==> config.mk <==
export PLATFORM = sky130hd
export DESIGN_NAME = uart_out_port
export DESIGN_NICKNAME = d
export VERILOG_FILES = /design/src/rtl/uart_pkg.sv /design/src/rtl/sync_fifo.sv /design/src/rtl/uart_out_port.sv
export SDC_FILE = /design/constraint.sdc
export NUM_CORES = 1
export LEC_CHECK = 0
export BUFFER_PORTS_ARGS = -buffer_cell sky130_fd_sc_hd__buf_2
export CAP_MARGIN = 20
export CORE_MARGIN = 2
export CORE_UTILIZATION = 31
export CTS_BUF_LIST = sky130_fd_sc_hd__clkbuf_2 sky130_fd_sc_hd__clkbuf_4 sky130_fd_sc_hd__clkbuf_8
export DETAILED_ROUTE_END_ITERATION = 8
export GPL_ROUTABILITY_DRIVEN = 0
export SLEW_MARGIN = 5
export SYNTH_ARGS = -nofsm -noshare
export SYNTH_HDL_FRONTEND = slang
export SYNTH_SLANG_ARGS = --single-unit
==> constraint.sdc <==
create_clock -name CLK -period 5.9 [get_ports CLK]
set_input_delay 1.18 -clock CLK [delete_from_list [all_inputs] [get_ports CLK]]
set_output_delay 1.18 -clock CLK [all_outputs]
set_load 0.02 [all_outputs]
==> src/rtl/uart_pkg.sv <==
// Shared UART definitions: FSM state encoding, data width and frame-length constants.
// Parity support is selected by the UART_OUT_PARITY_EN macro.
package uart_pkg;

  localparam int DATA_BITS       = 8;
  localparam int DEFAULT_CLK_DIV = 868;

`ifdef UART_OUT_PARITY_EN
  localparam int FRAME_BITS = DATA_BITS + 3;
  typedef enum logic [2:0] {IDLE, START, DATA, PARITY, STOP} tx_state_t;
`else
  localparam int FRAME_BITS = DATA_BITS + 2;
  typedef enum logic [1:0] {IDLE, START, DATA, STOP} tx_state_t;
`endif

endpackage

==> src/rtl/sync_fifo.sv <==
// Single-clock FIFO with a registered occupancy count; DEPTH must be a power of two.
// Pushes while full and pops while empty are ignored.
module sync_fifo #(
  parameter int WIDTH = 8,
  parameter int DEPTH = 4
) (
  input  logic             clk,
  input  logic             rst_n,
  input  logic             push,
  input  logic             pop,
  input  logic [WIDTH-1:0] din,
  output logic [WIDTH-1:0] dout,
  output logic             full,
  output logic             empty
);

  localparam int AW = $clog2(DEPTH);
  localparam int CW = AW + 1;

  logic [WIDTH-1:0] mem [DEPTH];
  logic [AW-1:0]    wr_ptr, rd_ptr;
  logic [CW-1:0]    count;
  logic             push_ok, pop_ok;

  assign full    = (count == CW'(DEPTH));
  assign empty   = (count == '0);
  assign push_ok = push && !full;
  assign pop_ok  = pop && !empty;
  assign dout    = mem[rd_ptr];

  always_ff @(posedge clk or negedge rst_n) begin
    if (!rst_n) begin
      wr_ptr <= '0;
      rd_ptr <= '0;
      count  <= '0;
    end else begin
      if (push_ok) wr_ptr <= wr_ptr + AW'(1);
      if (pop_ok)  rd_ptr <= rd_ptr + AW'(1);
      count <= count + CW'(push_ok) - CW'(pop_ok);
    end
  end

  // Storage needs no reset: the pointers define what is valid.
  always_ff @(posedge clk) begin
    if (push_ok) mem[wr_ptr] <= din;
  end

endmodule

==> src/rtl/uart_out_port.sv <==
// OUT-instruction responder: buffers core bytes in a FIFO and sends each as a UART frame on TXD.
// Define UART_OUT_PARITY_EN for 8E1 frames; default build is 8N1.
module uart_out_port
  import uart_pkg::*;
#(
  parameter int CLK_DIV    = DEFAULT_CLK_DIV,
  parameter int FIFO_DEPTH = 4
) (
  input  logic       CLK,
  input  logic       RST_N,
  input  logic       OUT_VALID,
  input  logic [7:0] OUT_DATA,
  output logic       OUT_READY,
  output logic       TXD,
  output logic       BUSY
);

  localparam logic [15:0] BAUD_LAST = 16'(CLK_DIV - 1);
  localparam logic [2:0]  BIT_LAST  = 3'(DATA_BITS - 1);

  tx_state_t      state, state_nxt;
  logic [15:0]    baud_cnt;
  logic [2:0]     bit_cnt;
  logic [7:0]     shift;
  logic [7:0]     fifo_dout;
  logic           fifo_full, fifo_empty;
  logic           push, pop, bit_end;
`ifdef UART_OUT_PARITY_EN
  logic           parity;
`endif

  assign OUT_READY = !fifo_full;
  assign push      = OUT_VALID && OUT_READY;
  assign bit_end   = (baud_cnt == BAUD_LAST);
  assign BUSY      = (state != IDLE) || !fifo_empty;

  sync_fifo #(.WIDTH(8), .DEPTH(FIFO_DEPTH)) u_fifo (
    .clk   (CLK),
    .rst_n (RST_N),
    .push  (push),
    .pop   (pop),
    .din   (OUT_DATA),
    .dout  (fifo_dout),
    .full  (fifo_full),
    .empty (fifo_empty)
  );

  always_ff @(posedge CLK or negedge RST_N) begin
    if (!RST_N) state <= IDLE;
    else        state <= state_nxt;
  end

  // TXD decodes from state, so an async reset forces the line high immediately.
  always_comb begin
    state_nxt = state;
    pop       = 1'b0;
    TXD       = 1'b1;
    case (state)
      IDLE: begin
        if (!fifo_empty) begin
          pop       = 1'b1;
          state_nxt = START;
        end
      end
      START: begin
        TXD = 1'b0;
        if (bit_end) state_nxt = DATA;
      end
      DATA: begin
        TXD = shift[0];
`ifdef UART_OUT_PARITY_EN
        if (bit_end && bit_cnt == BIT_LAST) state_nxt = PARITY;
      end
      PARITY: begin
        TXD = parity;
        if (bit_end) state_nxt = STOP;
`else
        if (bit_end && bit_cnt == BIT_LAST) state_nxt = STOP;
`endif
      end
      STOP: begin
        if (bit_end) begin
          if (!fifo_empty) begin
            pop       = 1'b1;
            state_nxt = START;
          end else begin
            state_nxt = IDLE;
          end
        end
      end
      default: state_nxt = IDLE;
    endcase
  end

  always_ff @(posedge CLK or negedge RST_N) begin
    if (!RST_N) begin
      baud_cnt <= '0;
      bit_cnt  <= '0;
      shift    <= '0;
`ifdef UART_OUT_PARITY_EN
      parity   <= 1'b0;
`endif
    end else if (pop) begin
      baud_cnt <= '0;
      bit_cnt  <= '0;
      shift    <= fifo_dout;
`ifdef UART_OUT_PARITY_EN
      parity   <= ^fifo_dout;
`endif
    end else if (state != IDLE) begin
      baud_cnt <= bit_end ? '0 : baud_cnt + 16'd1;
      if (state == DATA && bit_end) begin
        shift   <= {1'b0, shift[7:1]};
        bit_cnt <= bit_cnt + 3'd1;
      end
    end
  end

endmodule
==> impl_summary.txt, run 1 <==
----------------------------------------------------
[Final layout]
  Diodes inserted ... 0
  Fill cell total of the finished layout ... 990
  Final instance count without filler cells ... 405
  Register Area ... 1862 µm²
  Area used by multi-input combinational logic ... 1284 µm²
  Proportion of layout cells with a drive suffix above 1 ... 19.70%
  Area growth, synth to finish ... 12.02%
  Number of nets in the layout ... 290

[Power]
  Cell leakage power ... 1.425 nW
  Power per cell area ... 458.1 nW/µm²
  Max VDD drop ... 0.0002000 V

[Timing]
  Final-layout setup total negative slack ... 0 ns
  Final period util ... 50.10%
  Hold Slack ... 0.5375 ns
  Shortest clock period the worst path allows after layout ... 2.956 ns
  Count of endpoints failing hold in the final timing report ... 0
  Unrepaired setup endpoints after global routing ... no
  Max-slew violations ... 0
  Setup Viol. Count Final ... 0
  Slew at the pin closest to its max-slew limit ... 0.8118 ns
  Max Clk Rate ... 338.3 MHz
  Minimum setup slack in the final design ... 2.944 ns
  Worst slew margin relative to its limit ... 45.88%
  Clock Skew ... 0.01340 ns

[Clock tree]
  Reg clk slew, reported paths ... 0.09 ns
  # Post-CTS Setup Buffers ... 0
  Max Root-Sink Buffers ... 2
  Number of clock buffers inserted by TritonCTS ... 9
  Count of instances resized after the clock tree is built ... 0
  Clock sink count ... 68
  Level count of the clock H-tree ... 3
  Number of hold buffers added after CTS ... 0
  Clock tree from TritonCTS ... done
  CTS Root Cell ... clkbuf_8
  Clk Latency, worst-skew pair ... 0.35 ns

[Logic synthesis]
  Number of enable flip-flop cells after synthesis ... 32
  Cell types with the largest area share after synthesis ... edfxtp_1 30%, dfrtp_1 28%, mux4_2 5.6%
  Netlist area before placement ... 3238 µm²
  Total of flip-flops plus latches after synthesis ... 68
  Total of warnings raised by yosys ... 0
  Dominant register cell in the synthesized netlist ... dfrtp_1
  Avg Cell Area, Syn ... 13.06 µm²
  Post-synthesis net count ... 274
  Sequential area share after synthesis ... 57.50%
  Proportion of netlist area held by the largest area contributor ... 29.68%
  Distinct cells, synth ... 44
  Gate count after technology mapping ... 248
  Most area-hungry cell type in the Yosys netlist ... edfxtp_1
  Post-synth ARST share ... 52.94%

[GRT]
  Antenna violations before repair ... 0
  Residual overflow from global routing ... 0
  Wire length of the first global-routing pass ... 9749 µm
  Layer with the highest usage after global routing ... met2
  Met3 layer usage reported by global route ... 3.863%
  Total global routing track utilization ... 11.27%
  Via count of the first global-routing pass ... 1975
  Met2 track demand over resource ... 17.72%
  Met1 Track Usage GR ... 14.61%
  Maximum number of pins on one net before global-route repair ... 37

[Critical path]
  Critical register-to-register path endpoint ... u_fifo.count[2]
  Critical path capture point type ... primary output
  Crit Reg-Reg Startpoint ... baud_cnt[0]
  Largest fanout of any net on the critical path ... 14
  Crit path required time ... 4.72 ns
  Number of cells on the worst reg-to-reg path ... 11
  Data arrival time at the worst-slack endpoint ... 1.78 ns
  Critical path start-end classification ... register to primary output
  Flop-to-flop setup slack ... 2.97 ns
  Crit path launch type ... register

[Drt]
  Pre-antenna DRT Iters ... 4
  DRC viols ... 0
  Via count ... 1935
  Sum of routed wire length over all layers ... 5710 µm
  Average detailed-routed wire length per instance ... 14.10 µm
  Post-route ant nets ... 0
  Via density ... 4.778
  Initial drt markers ... 76

[Die]
  IO Pins ... 14
  Chip width ... 106.2 µm
  Number of rows in the core area ... 37
  Standard cell core area ... 10230 µm²
  Die Footprint ... 11280 µm²
  Initial Util ... 31.65%
  Overall die height ... 106.2 µm

[Job]
  Max Cap Viol ... 0

[Placed design]
  Buffers on Ports ... 13
  Number of cells in the design after placement ... 389
  Placed wire-length estimate ... 3950 µm
  Minimum setup slack after placement ... 2.990 ns

[Min path]
  Hold Path Origin ... bit_cnt[1]
  End point of the most critical hold path ... bit_cnt[1]
  Classification of the worst-slack hold path ... register to register
  Hold Path Depth ... 2

[Status]
  Outcome ... complete, no violations

----------------------------------------------------
synthesized netlist by cell type, types with 8 or more instances:
library cell / count
dfrtp_1: 36
edfxtp_1: 32
nor2_1: 18
ha_1: 14
o21ai_0: 14
nand2_1: 13
mux2_2: 11
nor3_1: 10
xnor2_1: 10
inv_1: 9
nand3_1: 9
mux4_2: 8
worst max-delay path, stage by stage (launching register included):
cell	delay [ns]
dfrtp_1	0.43
inv_1	0.15
ha_1	0.47
nand2_1	0.18
buf_2	0.20
per-layer routing:
| layer | vias to the layer above | wire length, µm | part of all wire [%] |
|---|---|---|---|
| met3 | 2 | 172 | 3.0 |
| met2 | 20 | 2744 | 48 |
| li1 | 949 | - | - |
| met5 | - | 0 | 0 |
| met1 | 964 | 2760 | 48 |
| met4 | 0 | 32 | 0.56 |
layout by cell type (no fill, tap or decap), types with 2 or more instances in the layout:
cell type  synthesis  routed
dfrtp_1           36      36
edfxtp_1          32      32
nor2_1            18      18
o21ai_0           14      14
ha_1              14      14
nand2_1           13      13
buf_2              2      13
mux2_2            11      11
nor3_1            10      10
xnor2_1           10      10
inv_1              9       9
nand3_1            9       9
clkbuf_8           0       9
mux4_2             8       8
nor4_1             6       6
a21o_1             6       6
and3_1             5       5
nand4_1            4       4
mux2i_1            4       4
inv_6              0       4
a31oi_1            3       3
nor4bb_1           2       2
and4_1             2       2
mux2_4             2       2
a21oi_1            2       2
a22o_1             2       2
report_power, final:
group	internal [mW]	switching, mW	total (mW)
sequential	0.622	0.0955	0.717
clock	0.202	0.197	0.398
combinational	0.262	0.284	0.546
worst max path at each step:
stage | startpoint | end | slack [ns] | cells after the start
2_1_floorplan | baud_cnt[0] | u_fifo.count[2] | 2.97 | 14
3_3_place_gp | baud_cnt[0] | u_fifo.count[2] | 3.06 | 11
3_5_place_dp | baud_cnt[0] | u_fifo.count[2] | 2.99 | 11
4_1_cts | state[0] | BUSY | 2.92 | 4
5_1_grt | baud_cnt[0] | u_fifo.count[2] | 2.78 | 11
6_report | state[0] | BUSY | 2.94 | 4
logic make-up after synthesis:
logic type / Yosys count / synth area share [%]
multiplexers: 25 / 11.55
adder cells (fa/ha/maj): 15 / 6.028
AND/OR/NAND/NOR: 80 / 13.10
flip-flops: 68 / 57.50
buffers and inverters: 18 / 2.859
XOR/XNOR: 11 / 2.975
AO/OA/AOI/OAI: 31 / 5.990
through the flow:
stage,cell area (µm²),util [%],total power [mW]
6_report,3627,35.45,1.662
5_1_grt,3627,35.45,1.789
4_1_cts,3627,35.45,1.689
3_5_place_dp,3422,33.45,1.284
3_3_place_gp,3422,33.45,1.263
2_1_floorplan,3238,-,1.157
registers in the layout (all words and copies together), names as in the netlist:
register	cells
u_fifo.wr_ptr	2
state	2
shift	8
bit_cnt	3
u_fifo.count	3
baud_cnt	16
u_fifo.mem	32
u_fifo.rd_ptr	2
final cells by class:
type,instances,area share [%]
clock buffers,9,3.415
clock inverters,7,2.242
inverters,9,0.9314
multi-input cells,162,35.39
flip-flops and latches,68,51.33
well taps,136,4.691
repair buffers,14,2.001
Power figures use the tool's default switching activity.
==> run 2, diff against run 1 <==
==> constraint.sdc (replaced) <==
create_clock -name CLK -period 3 [get_ports CLK]
set_input_delay 0.6 -clock CLK [delete_from_list [all_inputs] [get_ports CLK]]
set_output_delay 0.6 -clock CLK [all_outputs]
set_load 0.02 [all_outputs]
==> impl_summary.txt, run 2 (synthesized netlist as in run 1, its figures left out) <==
----------------------------------------------------
[Status]
  Outcome ... complete, no violations

[Clock tree]
  Count of instances resized after the clock tree is built ... 0
  Reg clk slew, reported paths ... 0.08 ns
  Max Root-Sink Buffers ... 2
  Number of clock buffers inserted by TritonCTS ... 9
  Number of hold buffers added after CTS ... 0
  Clk Latency, worst-skew pair ... 0.35 ns
  Clock tree from TritonCTS ... done
  Clock sink count ... 68
  CTS Root Cell ... clkbuf_8
  Level count of the clock H-tree ... 3
  # Post-CTS Setup Buffers ... 0

[Critical path]
  End point of the critical path ... u_fifo.count[2]
  Worst setup path startpoint ... baud_cnt[0]
  Crit Reg-Reg Startpoint ... baud_cnt[0]
  Largest fanout of any net on the critical path ... 6
  Number of cells on the worst reg-to-reg path ... 11
  Critical path start-end classification ... register to register
  Crit path launch type ... register
  Data arrival time at the worst-slack endpoint ... 3.02 ns
  Crit path required time ... 3.27 ns
  Critical register-to-register path endpoint ... u_fifo.count[2]
  Critical path capture point type ... register
  Flop-to-flop setup slack ... 0.25 ns

[Die]
  Standard cell core area ... 10230 µm²
  Die Footprint ... 11280 µm²
  IO Pins ... 14
  Initial Util ... 31.65%
  Overall die height ... 106.2 µm
  Chip width ... 106.2 µm
  Number of rows in the core area ... 37

[Drt]
  Pre-antenna DRT Iters ... 4
  Average detailed-routed wire length per instance ... 13.67 µm
  Sum of routed wire length over all layers ... 5589 µm
  Via count ... 1957
  Met1 Routed Length ... 2666 µm
  Via density ... 4.785
  Highest metal layer with signal wires ... met4
  Initial drt markers ... 96
  DRC viols ... 0
  Routed wl met3 ... 245 µm
  Met2 wire length ... 2599 µm
  Post-route ant nets ... 0

[Timing]
  Final-layout setup total negative slack ... 0 ns
  Unrepaired setup endpoints after global routing ... no
  Final period util ... 91.74%
  Worst slew margin relative to its limit ... 47.05%
  Count of endpoints failing hold in the final timing report ... 0
  Shortest clock period the worst path allows after layout ... 2.752 ns
  Hold Slack ... 0.3337 ns
  Max Clk Rate ... 363.3 MHz
  Clock Skew ... 0.01001 ns
  Slew at the pin closest to its max-slew limit ... 0.7943 ns
  Max-slew violations ... 0
  Setup Viol. Count Final ... 0

[Final layout]
  Area growth, synth to finish ... 12.17%
  Fill cell total of the finished layout ... 995
  Number of nets in the layout ... 294
  Diodes inserted ... 0
  Leading cell type in the layout, fill and taps excluded ... dfrtp_1
  Top register by number of flip-flops ... u_fifo.mem
  Registers with the highest flip-flop counts ... u_fifo.mem (32), baud_cnt (16), shift (8)
  Leading cell types in the layout, fill and taps excluded ... 36 x dfrtp_1, 32 x edfxtp_1, 18 x nor2_1
  Number of flip-flops in the largest register ... 32
  Proportion of layout cells with a drive suffix above 1 ... 20.88%

[Power]
  Power Total ... 3.190 mW
  Cell leakage power ... 1.436 nW
  Power per cell area ... 878.1 nW/µm²
  Max VDD drop ... 0.0004408 V

[GRT]
  Via count of the first global-routing pass ... 1988
  Maximum number of pins on one net before global-route repair ... 37
  Antenna violations before repair ... 0
  Wire length of the first global-routing pass ... 9453 µm
  Total global routing track utilization ... 10.94%
  Residual overflow from global routing ... 0

[Job]
  Max Cap Viol ... 0

[Placed design]
  Placed wire-length estimate ... 3811 µm
  Buffers on Ports ... 13

[Min path]
  Classification of the worst-slack hold path ... primary input to async pin

----------------------------------------------------
[run 2: worst min-delay path by stage]
stage	from	endpoint	slack [ns]	cells past startpoint
after floorplan	RST_N	baud_cnt[0]	0.30	0
after global placement	bit_cnt[1]	bit_cnt[1]	0.51	2
after detailed placement	bit_cnt[2]	bit_cnt[2]	0.52	2
after CTS	RST_N	baud_cnt[5]	0.35	1
after global routing	RST_N	baud_cnt[4]	0.39	1
final	RST_N	baud_cnt[0]	0.33	1
[run 2: worst max-delay path: stages, from the launching register on]
cell and delay, ns:
dfrtp_1 0.44, ha_1 0.29, and4b_1 0.19, and4_1 0.20
a21o_1 0.22, and2_4 0.17, ha_1 0.26, inv_1 0.04
ha_1 0.18, fa_1 0.37, xnor2_1 0.19, xnor2_1 0.14
[run 2: power breakdown]
part / switching, mW / total, mW / internal, mW
clock network: 0.377 / 0.688 / 0.311
logic: 0.565 / 1.09 / 0.530
registers: 0.185 / 1.41 / 1.22
total: 1.13 / 3.19 / 2.06
[run 2: metal layers]
layer  global-route usage [%]  vias to the layer above
met5                        0                        -
met4                    4.229                        0
met1                    13.57                      956
met3                    3.863                        7
met2                    17.49                       37
li1                         -                      957
[run 2: stage by stage]
step | cell area [µm²] | setup slack [ns] | std cells | util (%)
after floorplan | 3238 | 0.07278 | 248 | -
after global placement | 3452 | 0.3330 | 393 | 33.74
after detailed placement | 3452 | 0.2828 | 393 | 33.74
after CTS | 3632 | 0.2538 | 409 | 35.50
after global routing | 3632 | 0.1042 | 409 | 35.50
final | 3632 | 0.2478 | 409 | 35.50
[run 2: area by class of cell]
type	count	area, µm²	area share [%]
clock buffer	9	123.9	3.410
clock inverter	7	56.30	1.550
inverter	9	33.78	0.9301
multi-input combinational	162	1284	35.34
sequential	68	1862	51.26
tap	136	170.2	4.685
timing repair buffer	18	102.6	2.825
